$ cat src/rtl/ext_uart_tx.sv
// Write-only 8N1 UART transmitter on the SoC external byte bus.
// Bytes written to TXDATA are queued in a FIFO; a full FIFO back-pressures the bus.
`timescale 1ns/1ps
module ext_uart_tx #(
    parameter int          DEPTH       = 16,
    parameter int          AW          = 4,
    parameter logic [15:0] DEFAULT_DIV = 16'd416
) (
    input  logic          i_clk,
    input  logic          i_rst,
    input  logic [15:0]   i_ext_addr,
    input  logic [7:0]    i_ext_data,
    input  logic          i_ext_wstrb,
    input  logic          i_ext_valid,
    output logic          o_ext_ready,
    output logic          o_uart_tx,
    output logic          o_busy,
    output logic [AW:0]   o_fifo_level
);

    typedef enum logic [1:0] {
        ST_IDLE  = 2'd0,
        ST_START = 2'd1,
        ST_DATA  = 2'd2,
        ST_STOP  = 2'd3
    } state_t;

    logic [7:0]  mem_r [DEPTH];
    logic [AW:0] wr_ptr_r;
    logic [AW:0] rd_ptr_r;
    logic [AW:0] level_s;
    logic [7:0]  rdata_s;
    logic        full_s;
    logic        empty_s;
    logic        push_s;
    logic        pop_s;

    logic        seen_r;
    logic        ready_s;
    logic        accept_s;
    logic        txdata_sel_s;
    logic        unused_addr_s;
    logic [15:0] div_r;

    state_t      state_r;
    state_t      state_next_s;
    logic [15:0] cnt_r;
    logic [15:0] cnt_next_s;
    logic [15:0] wdiv_r;
    logic [15:0] wdiv_next_s;
    logic [7:0]  shift_r;
    logic [7:0]  shift_next_s;
    logic [2:0]  bit_r;
    logic [2:0]  bit_next_s;
    logic        tx_r;
    logic        tx_next_s;

    assign level_s       = wr_ptr_r - rd_ptr_r;
    assign full_s        = (level_s == (AW+1)'(DEPTH));
    assign empty_s       = (level_s == '0);
    assign rdata_s       = mem_r[rd_ptr_r[AW-1:0]];
    assign unused_addr_s = ^i_ext_addr[15:4];

    // Only a TXDATA write into a full FIFO stalls; a pop in the same cycle is not considered.
    assign txdata_sel_s = (i_ext_addr[3:0] == 4'h0);
    assign ready_s      = ~(i_ext_valid & i_ext_wstrb & txdata_sel_s & full_s);
    assign accept_s     = i_ext_valid & ready_s & ~seen_r;
    assign push_s       = accept_s & i_ext_wstrb & txdata_sel_s;

    // Seen flag: a request held valid over several cycles is accepted once.
    always_ff @(posedge i_clk) begin
        if (i_rst) begin
            seen_r <= 1'b0;
        end else if (!i_ext_valid) begin
            seen_r <= 1'b0;
        end else if (accept_s) begin
            seen_r <= 1'b1;
        end
    end

    // Divisor register, written one byte at a time.
    always_ff @(posedge i_clk) begin
        if (i_rst) begin
            div_r <= DEFAULT_DIV;
        end else if (accept_s && i_ext_wstrb && (i_ext_addr[3:0] == 4'h4)) begin
            div_r[7:0] <= i_ext_data;
        end else if (accept_s && i_ext_wstrb && (i_ext_addr[3:0] == 4'h5)) begin
            div_r[15:8] <= i_ext_data;
        end
    end

    // FIFO pointers; one extra bit distinguishes full from empty.
    always_ff @(posedge i_clk) begin
        if (i_rst) begin
            wr_ptr_r <= '0;
            rd_ptr_r <= '0;
        end else begin
            if (push_s) begin
                wr_ptr_r <= wr_ptr_r + {{AW{1'b0}}, 1'b1};
            end
            if (pop_s) begin
                rd_ptr_r <= rd_ptr_r + {{AW{1'b0}}, 1'b1};
            end
        end
    end

    // FIFO storage.
    always_ff @(posedge i_clk) begin
        if (push_s) begin
            mem_r[wr_ptr_r[AW-1:0]] <= i_ext_data;
        end
    end

    // Transmit state registers.
    always_ff @(posedge i_clk) begin
        if (i_rst) begin
            state_r <= ST_IDLE;
            cnt_r   <= 16'd0;
            wdiv_r  <= DEFAULT_DIV;
            shift_r <= 8'd0;
            bit_r   <= 3'd0;
            tx_r    <= 1'b1;
        end else begin
            state_r <= state_next_s;
            cnt_r   <= cnt_next_s;
            wdiv_r  <= wdiv_next_s;
            shift_r <= shift_next_s;
            bit_r   <= bit_next_s;
            tx_r    <= tx_next_s;
        end
    end

    // Next-state logic; each non-idle state lasts wdiv+1 clocks.
    always_comb begin
        state_next_s = state_r;
        cnt_next_s   = cnt_r;
        wdiv_next_s  = wdiv_r;
        shift_next_s = shift_r;
        bit_next_s   = bit_r;
        pop_s        = 1'b0;
        case (state_r)
            ST_IDLE: begin
                if (!empty_s) begin
                    pop_s        = 1'b1;
                    shift_next_s = rdata_s;
                    wdiv_next_s  = div_r;
                    cnt_next_s   = div_r;
                    state_next_s = ST_START;
                end else begin
                    cnt_next_s = cnt_r;
                end
            end
            ST_START: begin
                if (cnt_r == 16'd0) begin
                    state_next_s = ST_DATA;
                    bit_next_s   = 3'd0;
                    cnt_next_s   = wdiv_r;
                end else begin
                    cnt_next_s = cnt_r - 16'd1;
                end
            end
            ST_DATA: begin
                if (cnt_r == 16'd0) begin
                    shift_next_s = {1'b0, shift_r[7:1]};
                    cnt_next_s   = wdiv_r;
                    if (bit_r == 3'd7) begin
                        state_next_s = ST_STOP;
                    end else begin
                        bit_next_s = bit_r + 3'd1;
                    end
                end else begin
                    cnt_next_s = cnt_r - 16'd1;
                end
            end
            ST_STOP: begin
                if (cnt_r == 16'd0) begin
                    if (!empty_s) begin
                        pop_s        = 1'b1;
                        shift_next_s = rdata_s;
                        wdiv_next_s  = div_r;
                        cnt_next_s   = div_r;
                        state_next_s = ST_START;
                    end else begin
                        state_next_s = ST_IDLE;
                    end
                end else begin
                    cnt_next_s = cnt_r - 16'd1;
                end
            end
            default: begin
                state_next_s = ST_IDLE;
            end
        endcase

        // Line level follows the state being entered so the output stays registered.
        case (state_next_s)
            ST_START: tx_next_s = 1'b0;
            ST_DATA:  tx_next_s = shift_next_s[0];
            default:  tx_next_s = 1'b1;
        endcase
    end

    assign o_ext_ready  = ready_s;
    assign o_uart_tx    = tx_r;
    assign o_busy       = (state_r != ST_IDLE) | ~empty_s;
    assign o_fifo_level = level_s;

endmodule
$ cat config.mk
export PLATFORM = sky130hd
export DESIGN_NAME = ext_uart_tx
export DESIGN_NICKNAME = d
export VERILOG_FILES = /design/src/rtl/ext_uart_tx.sv
export SDC_FILE = /design/constraint.sdc
export NUM_CORES = 1
export LEC_CHECK = 0
export CELL_PAD_IN_SITES_DETAIL_PLACEMENT = 0
export CELL_PAD_IN_SITES_GLOBAL_PLACEMENT = 1
export CORE_MARGIN = 1.5
export CORE_UTILIZATION = 55
export DETAILED_ROUTE_END_ITERATION = 7
export HOLD_SLACK_MARGIN = 0.03
export PLACE_DENSITY = 0.94
export SLEW_MARGIN = 20
export SYNTH_ARGS = -nofsm -noshare
export SYNTH_HDL_FRONTEND = slang
export SYNTH_SLANG_ARGS = --single-unit
$ cat constraint.sdc
create_clock -name i_clk -period 4.8 [get_ports i_clk]
set_input_delay 0.96 -clock i_clk [delete_from_list [all_inputs] [get_ports i_clk]]
set_output_delay 0.96 -clock i_clk [all_outputs]
set_load 0.03 [all_outputs]
Word-level counts from Yosys, hierarchy flattened --
Memories as Yosys holds them, arrays and structs flattened. A register that Yosys moved wholly into a read port is not among the register bits. Index checks and enable logic that the tools add are counted.
Storage, ports and cells: RAM bits 128, register bits after elaboration 73, memories kept 1, word-level logic and storage cells 91
Operators by class: reduce and logical (&&, ||, !) cells 17, bitwise gates (word level) 13, add/subtract/negate cells 5, multiplexer cells 30, equal/unequal tests 13
Memories:
- mem_r | depth 16, bits a word 8, read ports 1, clocked after memory_dff 1, wr ports 1, RTL line 28 | logic [7:0] mem_r [DEPTH];
Operators by type and width (count):
- $mux 16 | 5
- $pmux 16 s3 | 1
- $pmux 16 s2 | 1
- $mux 8 | 3
- $pmux 8 s3 | 1
- $logic_not 16->1 | 1
- $sub 16x1->16 const B | 1
- $add 5x1->5 const B | 2
- $mux 2 | 5
- $mux 3 | 3
- $eq 4x3->1 const B | 2
- $mux 4 | 2
- $ne 2x2->1 const B | 4
- $pmux 2 s4 | 1
- $and 1x1->1 | 7
- $eq 2x2->1 const B | 3
- $pmux 3 s2 | 1
- $reduce_bool 2->1 | 3
- $eq 5x5->1 const B | 1
- $logic_not 5->1 | 1
- $mux 1 | 5
- $not 1->1 | 5
- $sub 5x5->5 | 1
- $eq 2x1->1 const B | 2
- other kinds (12) | 17

Depth between registers and ports, before layout --
depth in word-level cells 10, gate-level depth with buffers 13, gate-level depth less buffers 11

Least setup slack after synthesis --
No wires, ideal clock.
path kind register to output, start reg wr_ptr_r[0], end out o_busy, cell stages (with the launch flop) 9, required time 3840 ps, arrival time 2515 ps, path buffers 1, setup slack 1325 ps, cell sequence dfxtp_1 -> inv_1 -> ha_1 -> fa_1 -> xnor2_1 -> nor4bb_1 -> or2_1 -> buf_2 -> nand3_1
Between the ends: longest elaborated chain between the ends 4
Ends and longest elaborated chain:
- from (decl) | RTL line 29 | logic [AW:0] wr_ptr_r;
- from (signal assigned) | RTL line 99 | wr_ptr_r <= wr_ptr_r + {{AW{1'b0}}, 1'b1};
- $sub 5x5->5 | RTL line 58 | assign level_s = wr_ptr_r - rd_ptr_r;
- net o_fifo_level[2] | RTL line 18 | output logic [AW:0] o_fifo_level
- $logic_not 5->1 | RTL line 60 | assign empty_s = (level_s == '0);
- $not 1->1 | RTL line 205 | assign o_busy = (state_r != ST_IDLE) | ~empty_s;
- $or 1x1->1 | RTL line 205
- to (decl) | RTL line 17 | output logic o_busy,
The timed path passes the listed nets, and every way through them passes these cells.

Final worst setup path --
start reg wr_ptr_r[0], end out o_busy
Between the ends: longest elaborated chain between the ends 4
Ends and longest elaborated chain (RTL line):
- $sub 5x5->5 | 58
- $logic_not 5->1 | 60
- $not 1->1 | 205
- $or 1x1->1 | 205
No other way between the ends.

==> results.ini <==
[layout]
fin_cells = 898
syn2layout_area_growth_pct = 12.1
antennaDiodeCount = 0
drive_gt1_share_pct = 14.5
final_net_count = 713
fill_cells = 1129
final_area_um2 = 10100

[detailed_routing]
remaining_drc_errors = 0
route.met2.wl_um = 10200
drt_iter0_markers = 536
via_per_inst = 6.14
wl_um = 20000
vias = 5518
wl_met1_um = 8210
antenna_left = 0
dr_wl_met3_um = 1240
first_pass_iters = 5
wire_per_inst_um = 22.3
dr.max_layer_used = met4

[die]
die_h_um = 131
die-area_um2 = 17200
pin_count = 36
row_count = 46
core-area_um2 = 15900
start_util_pct = 56.5
die_w_um = 131

[sta]
finalHoldWorstSlack_ns = 0.481
tns_ns = 0
finalCriticalPeriod_ns = 4.47
fin_crit_sh_pct = 93.1
grt_setup_unrepaired = no
skew_ns = 0.0187
setup_violations = 0
tightestPinTransition_ns = 1.06
maxSlewHeadroom_pct = 29.1
hold_viol_final = 0
fmax_ghz = 0.224
final_max_slew_viol_count = 0

[yosys]
netlist_area_um2 = 9010
yosysTopAreaCellShare_pct = 42.7
yosysMostFrequentCell = edfxtp_1
synthArstFlopShare_pct = 0
ys_types = 69
avgSynthCellArea_um2 = 13.8
synth_edf_count = 128
netlist_top_cells_area = edfxtp_1 43%, dfxtp_1 17%, mux4_2 9.7%
synth_common_cells = 128 x edfxtp_1, 86 x nor2_1, 77 x dfxtp_1
yosysSeqAreaShare_pct = 59.8
ys_ff_latch = 205
yosysTopAreaCell = edfxtp_1
syn_nets = 697
synthCells = 651
synth_warnings = 0
ys.flop_type = edfxtp_1

[outcome]
status = finished clean

[placement]
port-buffer-count = 23
placed_area_um2 = 9360
dp_hpwl_um = 12800
post-place-cells = 860
routabilityCongestion = 0.782

[clocking]
cts_tree = yes
cts_resized = 0
cts.sinks = 205
cts_root_buffer = clkbuf_16
ctsHtreeMaxLevel = 1
clk_path_buf_depth = 3
worstSkewPairLatency_ns = 0.51
cts_buffers = 21
clk_pin_slew_ns = 0.06
cts_setup_buffers = 0
cts_hold_buf = 0

[critical_path]
path_class = reg -> out
crit_required_ns = 3.84
cp-end-kind = primary output
critPathLaunchType = flip-flop
cp_max_fo = 8
arrival_ns = 3.51

[global_routing]
grt_pass1_wl_um = 31500
grt_overflow = 0
antenna_found_initial = 0
grt_pass1_vias = 5622
grt_max_degree = 37
track_usage_pct = 24.5

[hold_path]
holdCritPathClass = reg -> reg

[power]
p_leak_nw = 3.50
vdd_drop_max_mv = 0.515
power_mw = 5.88
power_density_nw_per_um2 = 581

[run]
maxCapViolations = 0

worst paths after layout:
path                                                to  slack, ns  cells after the start                      from
worst max register to register   mem_r[6][7]$_DFFE_PP_       0.99                      9  wr_ptr_r[0]$_SDFFE_PP0P_
worst min-delay path            wdiv_r[8]$_SDFFE_PP1P_       0.48                      2    wdiv_r[8]$_SDFFE_PP1P_
worst min register to register  wdiv_r[8]$_SDFFE_PP1P_       0.48                      2    wdiv_r[8]$_SDFFE_PP1P_
worst max-delay path                            o_busy       0.33                      8  wr_ptr_r[0]$_SDFFE_PP0P_
through the flow:
step	setup slack [ns]	utilization, %
after floorplan	1.33	-
after detailed placement	0.842	58.7
after global placement	0.890	58.7
after global routing	0.137	63.4
after CTS	0.300	63.4
final	0.331	63.4
layout by cell type, fill, tap and decap left out, drive strengths merged, types with 17 or more instances in the layout:
| cell type | netlist | final |
|---|---|---|
| nand2 | 19 | 19 |
| clkdlybuf4s50 | 0 | 22 |
| dfxtp | 77 | 77 |
| edfxtp | 128 | 128 |
| mux2i | 51 | 51 |
| nor2 | 90 | 90 |
| clkbuf | 19 | 24 |
| ha | 17 | 17 |
| mux4 | 39 | 39 |
| a21oi | 30 | 30 |
flip-flops by register name, indices dropped and copies added (netlist names), named ones only:
signal / count
bit_r: 3
cnt_r: 16
div_r: 16
mem_r: 128
o_uart_tx: 1
rd_ptr_r: 5
seen_r: 1
shift_r: 8
state_r: 2
wdiv_r: 16
wr_ptr_r: 5
layer usage:
metal,track usage [%],up-vias
li1,-,2489
met1,33.0,2776
met2,42.4,215
met3,3.18,38
met4,6.79,0
met5,0,-
cell type report:
type | count | area, um^2 | area share, %
clock buffer | 24 | 537 | 5.31
clock inverter | 14 | 203 | 2.01
inverter | 15 | 56.3 | 0.557
multi-input combinational | 396 | 3390 | 33.5
sequential | 205 | 5390 | 53.3
tap | 216 | 270 | 2.67
timing repair buffer | 28 | 263 | 2.60
cell families after synthesis:
logic type / after synthesis / share of synthesized area [%]
fa+ha+maj: 18 / 2.58
buf+inv: 50 / 2.65
mux: 92 / 15.7
flops: 205 / 59.8
xor+xnor: 22 / 2.43
simple gates: 183 / 10.3
compound gates: 81 / 6.60
critical path, stage by stage (launching register included):
cell and delay [ns]:
dfxtp_1 0.40, inv_1 0.12, ha_1 0.24, fa_1 0.54
nand3b_1 0.09, nor4bb_1 0.39, or2_1 0.39, nand3_1 0.16
clkdlybuf4s50_1 0.66
report_power, final:
group	switching [mW]	leakage (nW)	internal [mW]
sequential	0.164	1.78	1.96
combinational	1.14	1.37	0.858
clock	0.678	0.359	1.08
Power figures use the tool's default switching activity.
==> edit 1: new RTL, same settings <==
`AW`: 4 -> 5.
--- a/src/rtl/ext_uart_tx.sv
+++ b/src/rtl/ext_uart_tx.sv
@@ -3,7 +3,7 @@
 `timescale 1ns/1ps
 module ext_uart_tx #(
     parameter int          DEPTH       = 16,
-    parameter int          AW          = 4,
+    parameter int          AW          = 5,
     parameter logic [15:0] DEFAULT_DIV = 16'd416
 ) (
     input  logic          i_clk,
Ports: changed (resized o_fifo_level); port bits go from 36 to 37. No check against the original RTL was run, so the function may have changed too.
==> edit 1 against the original RTL <==
Worst setup slack got worse by 0.20 ns; register-to-register slack better by 0.12 ns; sequential share of layout area shrank 0.48 points; sequential cell count rose by 2; area after synthesis increased by 1.4%; final area up 1.6%; non-clock buffer count grew 7; total power is 0.85% higher; wire length grew 8.4%; synthesized cell count is 3.8% higher.
==> edit 1: results (changes against the original RTL) <==
* Max Clock Skew at 0.0135 ns (-0.00525 ns)
* Via/cell ratio at 6.35 (+3.4%)
* Post-Route M1 WL at 8890 um (+8.2%)
* Met3 track demand over resource at 3.73% (+0.55 points)
* Synth top cells by count: 128 x edfxtp_1, 79 x dfxtp_1, 75 x nor2_1
* Max incr delay on CP at 0.54 ns (-0.12 ns)
* FILL cells at 1,132 (+0.27%)
* Non-filler cells, final at 930 (+3.6%)
* Post-DP HPWL at 13,900 um (+8.7%)
* Register-to-register setup slack at 1.11 ns (+0.12 ns)
* CP max-delay cell: or4_4
* Total track usage at 24.9% (+0.35 points)
* GR Util met1 at 34.3% (+1.3 points)
* VDD IR max at 0.000429 V (-17%)
* Post-synthesis mux area share at 14.6% (-1.1 points)
* Synth Net Count at 723 (+3.7%)
* WL met3 at 1720 um (+40%)
* RR Startpoint: rd_ptr_r[1]$_SDFFE_PP0P_
* Global-route wire length before repair at 33,500 um (+6.5%)
* Status: finished clean
* WL met2 at 10,600 um (+4.7%)
* Synth Area in Compound Gates at 8.08% (+1.5 points)
* Worst slew margin at 24.0% (-5.2 points)
* XOR/XNOR share of the synthesized area at 2.40% (-0.033 points)
* DRT iter0 DRCs at 594 (+11%)
* Post-synth cell types at 63 (-8.7%)
* Final net count at 747 (+4.8%)
* Hold EP: bit_r[1]$_SDFFE_PP0P_
* Worst endpoint data arrival time at 3.71 ns (+0.20 ns)
* Post-Synth Adder-Cell Area at 2.68% (+0.10 points)
==> edit 1: cell count changes in the layout (fill, tap and decap cells not counted), sizes merged, moves of 4 or more <==
cell and change:
nand3 +4, a22oi +11, buf +6, nand2 +9, and3b +5, o2111ai +4
nor2b -4, mux2i -8, o21ai +7, clkbuf +7, nor3b +6, nor2 -14
==> edit 1: area by class of cell <==
type	instances	share of cell area, %
timing repair buffer	35	3.08
inverter	18	0.658
sequential	207	52.8
multi-input combinational	417	34.3
clock inverter	6	0.841
tap	216	2.63
clock buffer	31	5.68
==> edit 1: metrics by stage <==
stage                     instance area, sq um  hold WS (ns)
after global placement                    9580         0.442
after detailed placement                  9580         0.455
after CTS                                10300         0.463
after global routing                     10300         0.499
after floorplan                           9140         0.436
final                                    10300         0.462
==> edit 1: power by group <==
group,internal (mW),switching [mW]
combinational,0.899,1.26
clock,0.950,0.651
sequential,1.98,0.181
total,3.83,2.09
==> edit 2: new RTL, config.mk and constraints unchanged <==
Made on the original files. `shift_r` no longer has a reset.
--- a/src/rtl/ext_uart_tx.sv
+++ b/src/rtl/ext_uart_tx.sv
@@ -117,17 +117,19 @@
             state_r <= ST_IDLE;
             cnt_r   <= 16'd0;
             wdiv_r  <= DEFAULT_DIV;
-            shift_r <= 8'd0;
             bit_r   <= 3'd0;
             tx_r    <= 1'b1;
         end else begin
             state_r <= state_next_s;
             cnt_r   <= cnt_next_s;
             wdiv_r  <= wdiv_next_s;
-            shift_r <= shift_next_s;
             bit_r   <= bit_next_s;
             tx_r    <= tx_next_s;
         end
+    end
+
+    always_ff @(posedge i_clk) begin
+        shift_r <= shift_next_s;
     end
 
     // Next-state logic; each non-idle state lasts wdiv+1 clocks.
Behaviour: no difference found for any inputs over 10 cycles, from zero or initial values and one cycle with i_rst high; that may be too few to reach the edited logic, so the function may still have changed.
==> edit 2 against the original RTL <==
Critical path depth rose by 1; register-to-register slack got worse by 0.07 ns; worst setup slack better by 0.26 ns; sequential cell count stayed put; cell count is 1.0% higher; area after synthesis did not move; combinational power up 14%; core utilization up 0.13 points; final area is 0.21% higher; critical path type unchanged; wire length fell by 3.3%; maximum frequency is 6.2% higher; die area unchanged; total power is 4.2% higher; critical endpoint unchanged; highest routed layer unchanged.
==> edit 2: results (changes against the original RTL) <==
* Status: finished clean
* Worst-skew pair later-pin latency at 0.53 ns (+0.02 ns)
* RePlAce Congestion at 0.789 (+1.0%)
* Register-to-register setup slack at 0.92 ns (-0.07 ns)
* Dominant cells by area after synthesis: edfxtp_1 45%, dfxtp_1 16%, mux4_2 9.2%, mux2i_1 5.2%, nor2_1 4.6%
* Max Clock Skew at 0.0344 ns (+0.0157 ns)
* DRT iter0 DRCs at 469 (-13%)
* Max incr delay on CP at 0.68 ns (+0.02 ns)
* Drt total wl at 19,300 um (-3.3%)
* Layout cells sized above 1 at 15.3% (+0.82 points)
* CP max FO at 5 (-3)
* Hold EP: wdiv_r[15]$_SDFFE_PP0P_
* Final net count at 721 (+1.1%)
* Post-Syn Instances at 653 (+0.31%)
* Global-route wire length before repair at 29,800 um (-5.1%)
* Via/cell ratio at 6.07 (-1.3%)
* Placed Instances at 867 (+0.81%)
* Dpl ws at 0.936 ns (+0.0941 ns)
* FILL cells at 1,110 (-1.7%)
* Post-DP HPWL at 12,100 um (-5.8%)
* Non-CTS buffers at 31 (+11%)
* Fin Hold WS at 0.501 ns (+0.0195 ns)
* P_leak at 3.49 nW (-0.41%)
* CLK BUF at 27 (+13%)
* Number of global-route vias before repair at 5,489 (-2.4%)
* Dpl cell area at 0.00941 sq mm (+0.44%)
* Post-synthesis sequential area ratio at 60.5% (+0.78 points)
* Post-synth cell types at 59 (-14%)
* Reg2Reg Capture Point: mem_r[10][7]$_DFFE_PP_
* Largest net degree at the start of global routing at 67 (+81%)
* Multi-In Gates at 401 (+1.3%)
* VDD IR max at 0.000415 V (-19%)
## edit 2: cell count changes after synthesis, sizes merged, moves of 6 or more
cell	change
and3	-14
nor2b	-7
a22o	+7
a211o	+7
edfxtp	+7
dfxtp	-7
o21ai	+6
mux2	+6
nor2	+22
## edit 2: power breakdown
group          leakage [nW]  switching, mW  internal, mW  total (mW)
registers              1.79          0.170          2.02        2.19
logic                  1.35           1.28          1.01        2.29
clock network         0.351          0.694         0.950        1.64
total                  3.49           2.15          3.97        6.12
## edit 2: worst max path at each step
stage | startpoint | endpoint | slack, ns | cells after the start
finish | wr_ptr_r[0]$_SDFFE_PP0P_ | o_busy | 0.59 | 9
global route | wr_ptr_r[0]$_SDFFE_PP0P_ | o_busy | 0.40 | 9
CTS | wr_ptr_r[0]$_SDFFE_PP0P_ | o_busy | 0.60 | 9
detailed placement | wr_ptr_r[0]$_SDFFE_PP0P_ | wr_ptr_r[4]$_SDFFE_PP0P_ | 0.94 | 11
global placement | i_ext_addr[0] | wr_ptr_r[4]$_SDFFE_PP0P_ | 1.10 | 7
floorplan | wr_ptr_r[0]$_SDFFE_PP0P_ | o_busy | 1.03 | 10
## edit 2: cells by family after synthesis
kind of cell / count (synthesis) / share of synthesized area (%)
simple gates: 185 / 9.91
flops: 205 / 60.5
fa+ha+maj: 18 / 2.58
mux: 92 / 15.5
buf+inv: 47 / 2.47
compound gates: 81 / 6.60
xor+xnor: 25 / 2.43
## edit 2: routing by layer
metal  part of all wire, %  GRT usage (%)  vias up
li1                      -              -     2493
met1                    40           30.8     2740
met2                    50           39.4      218
met3                   6.7           4.36       50
met4                   3.3           9.70        0
met5                     0              0        -
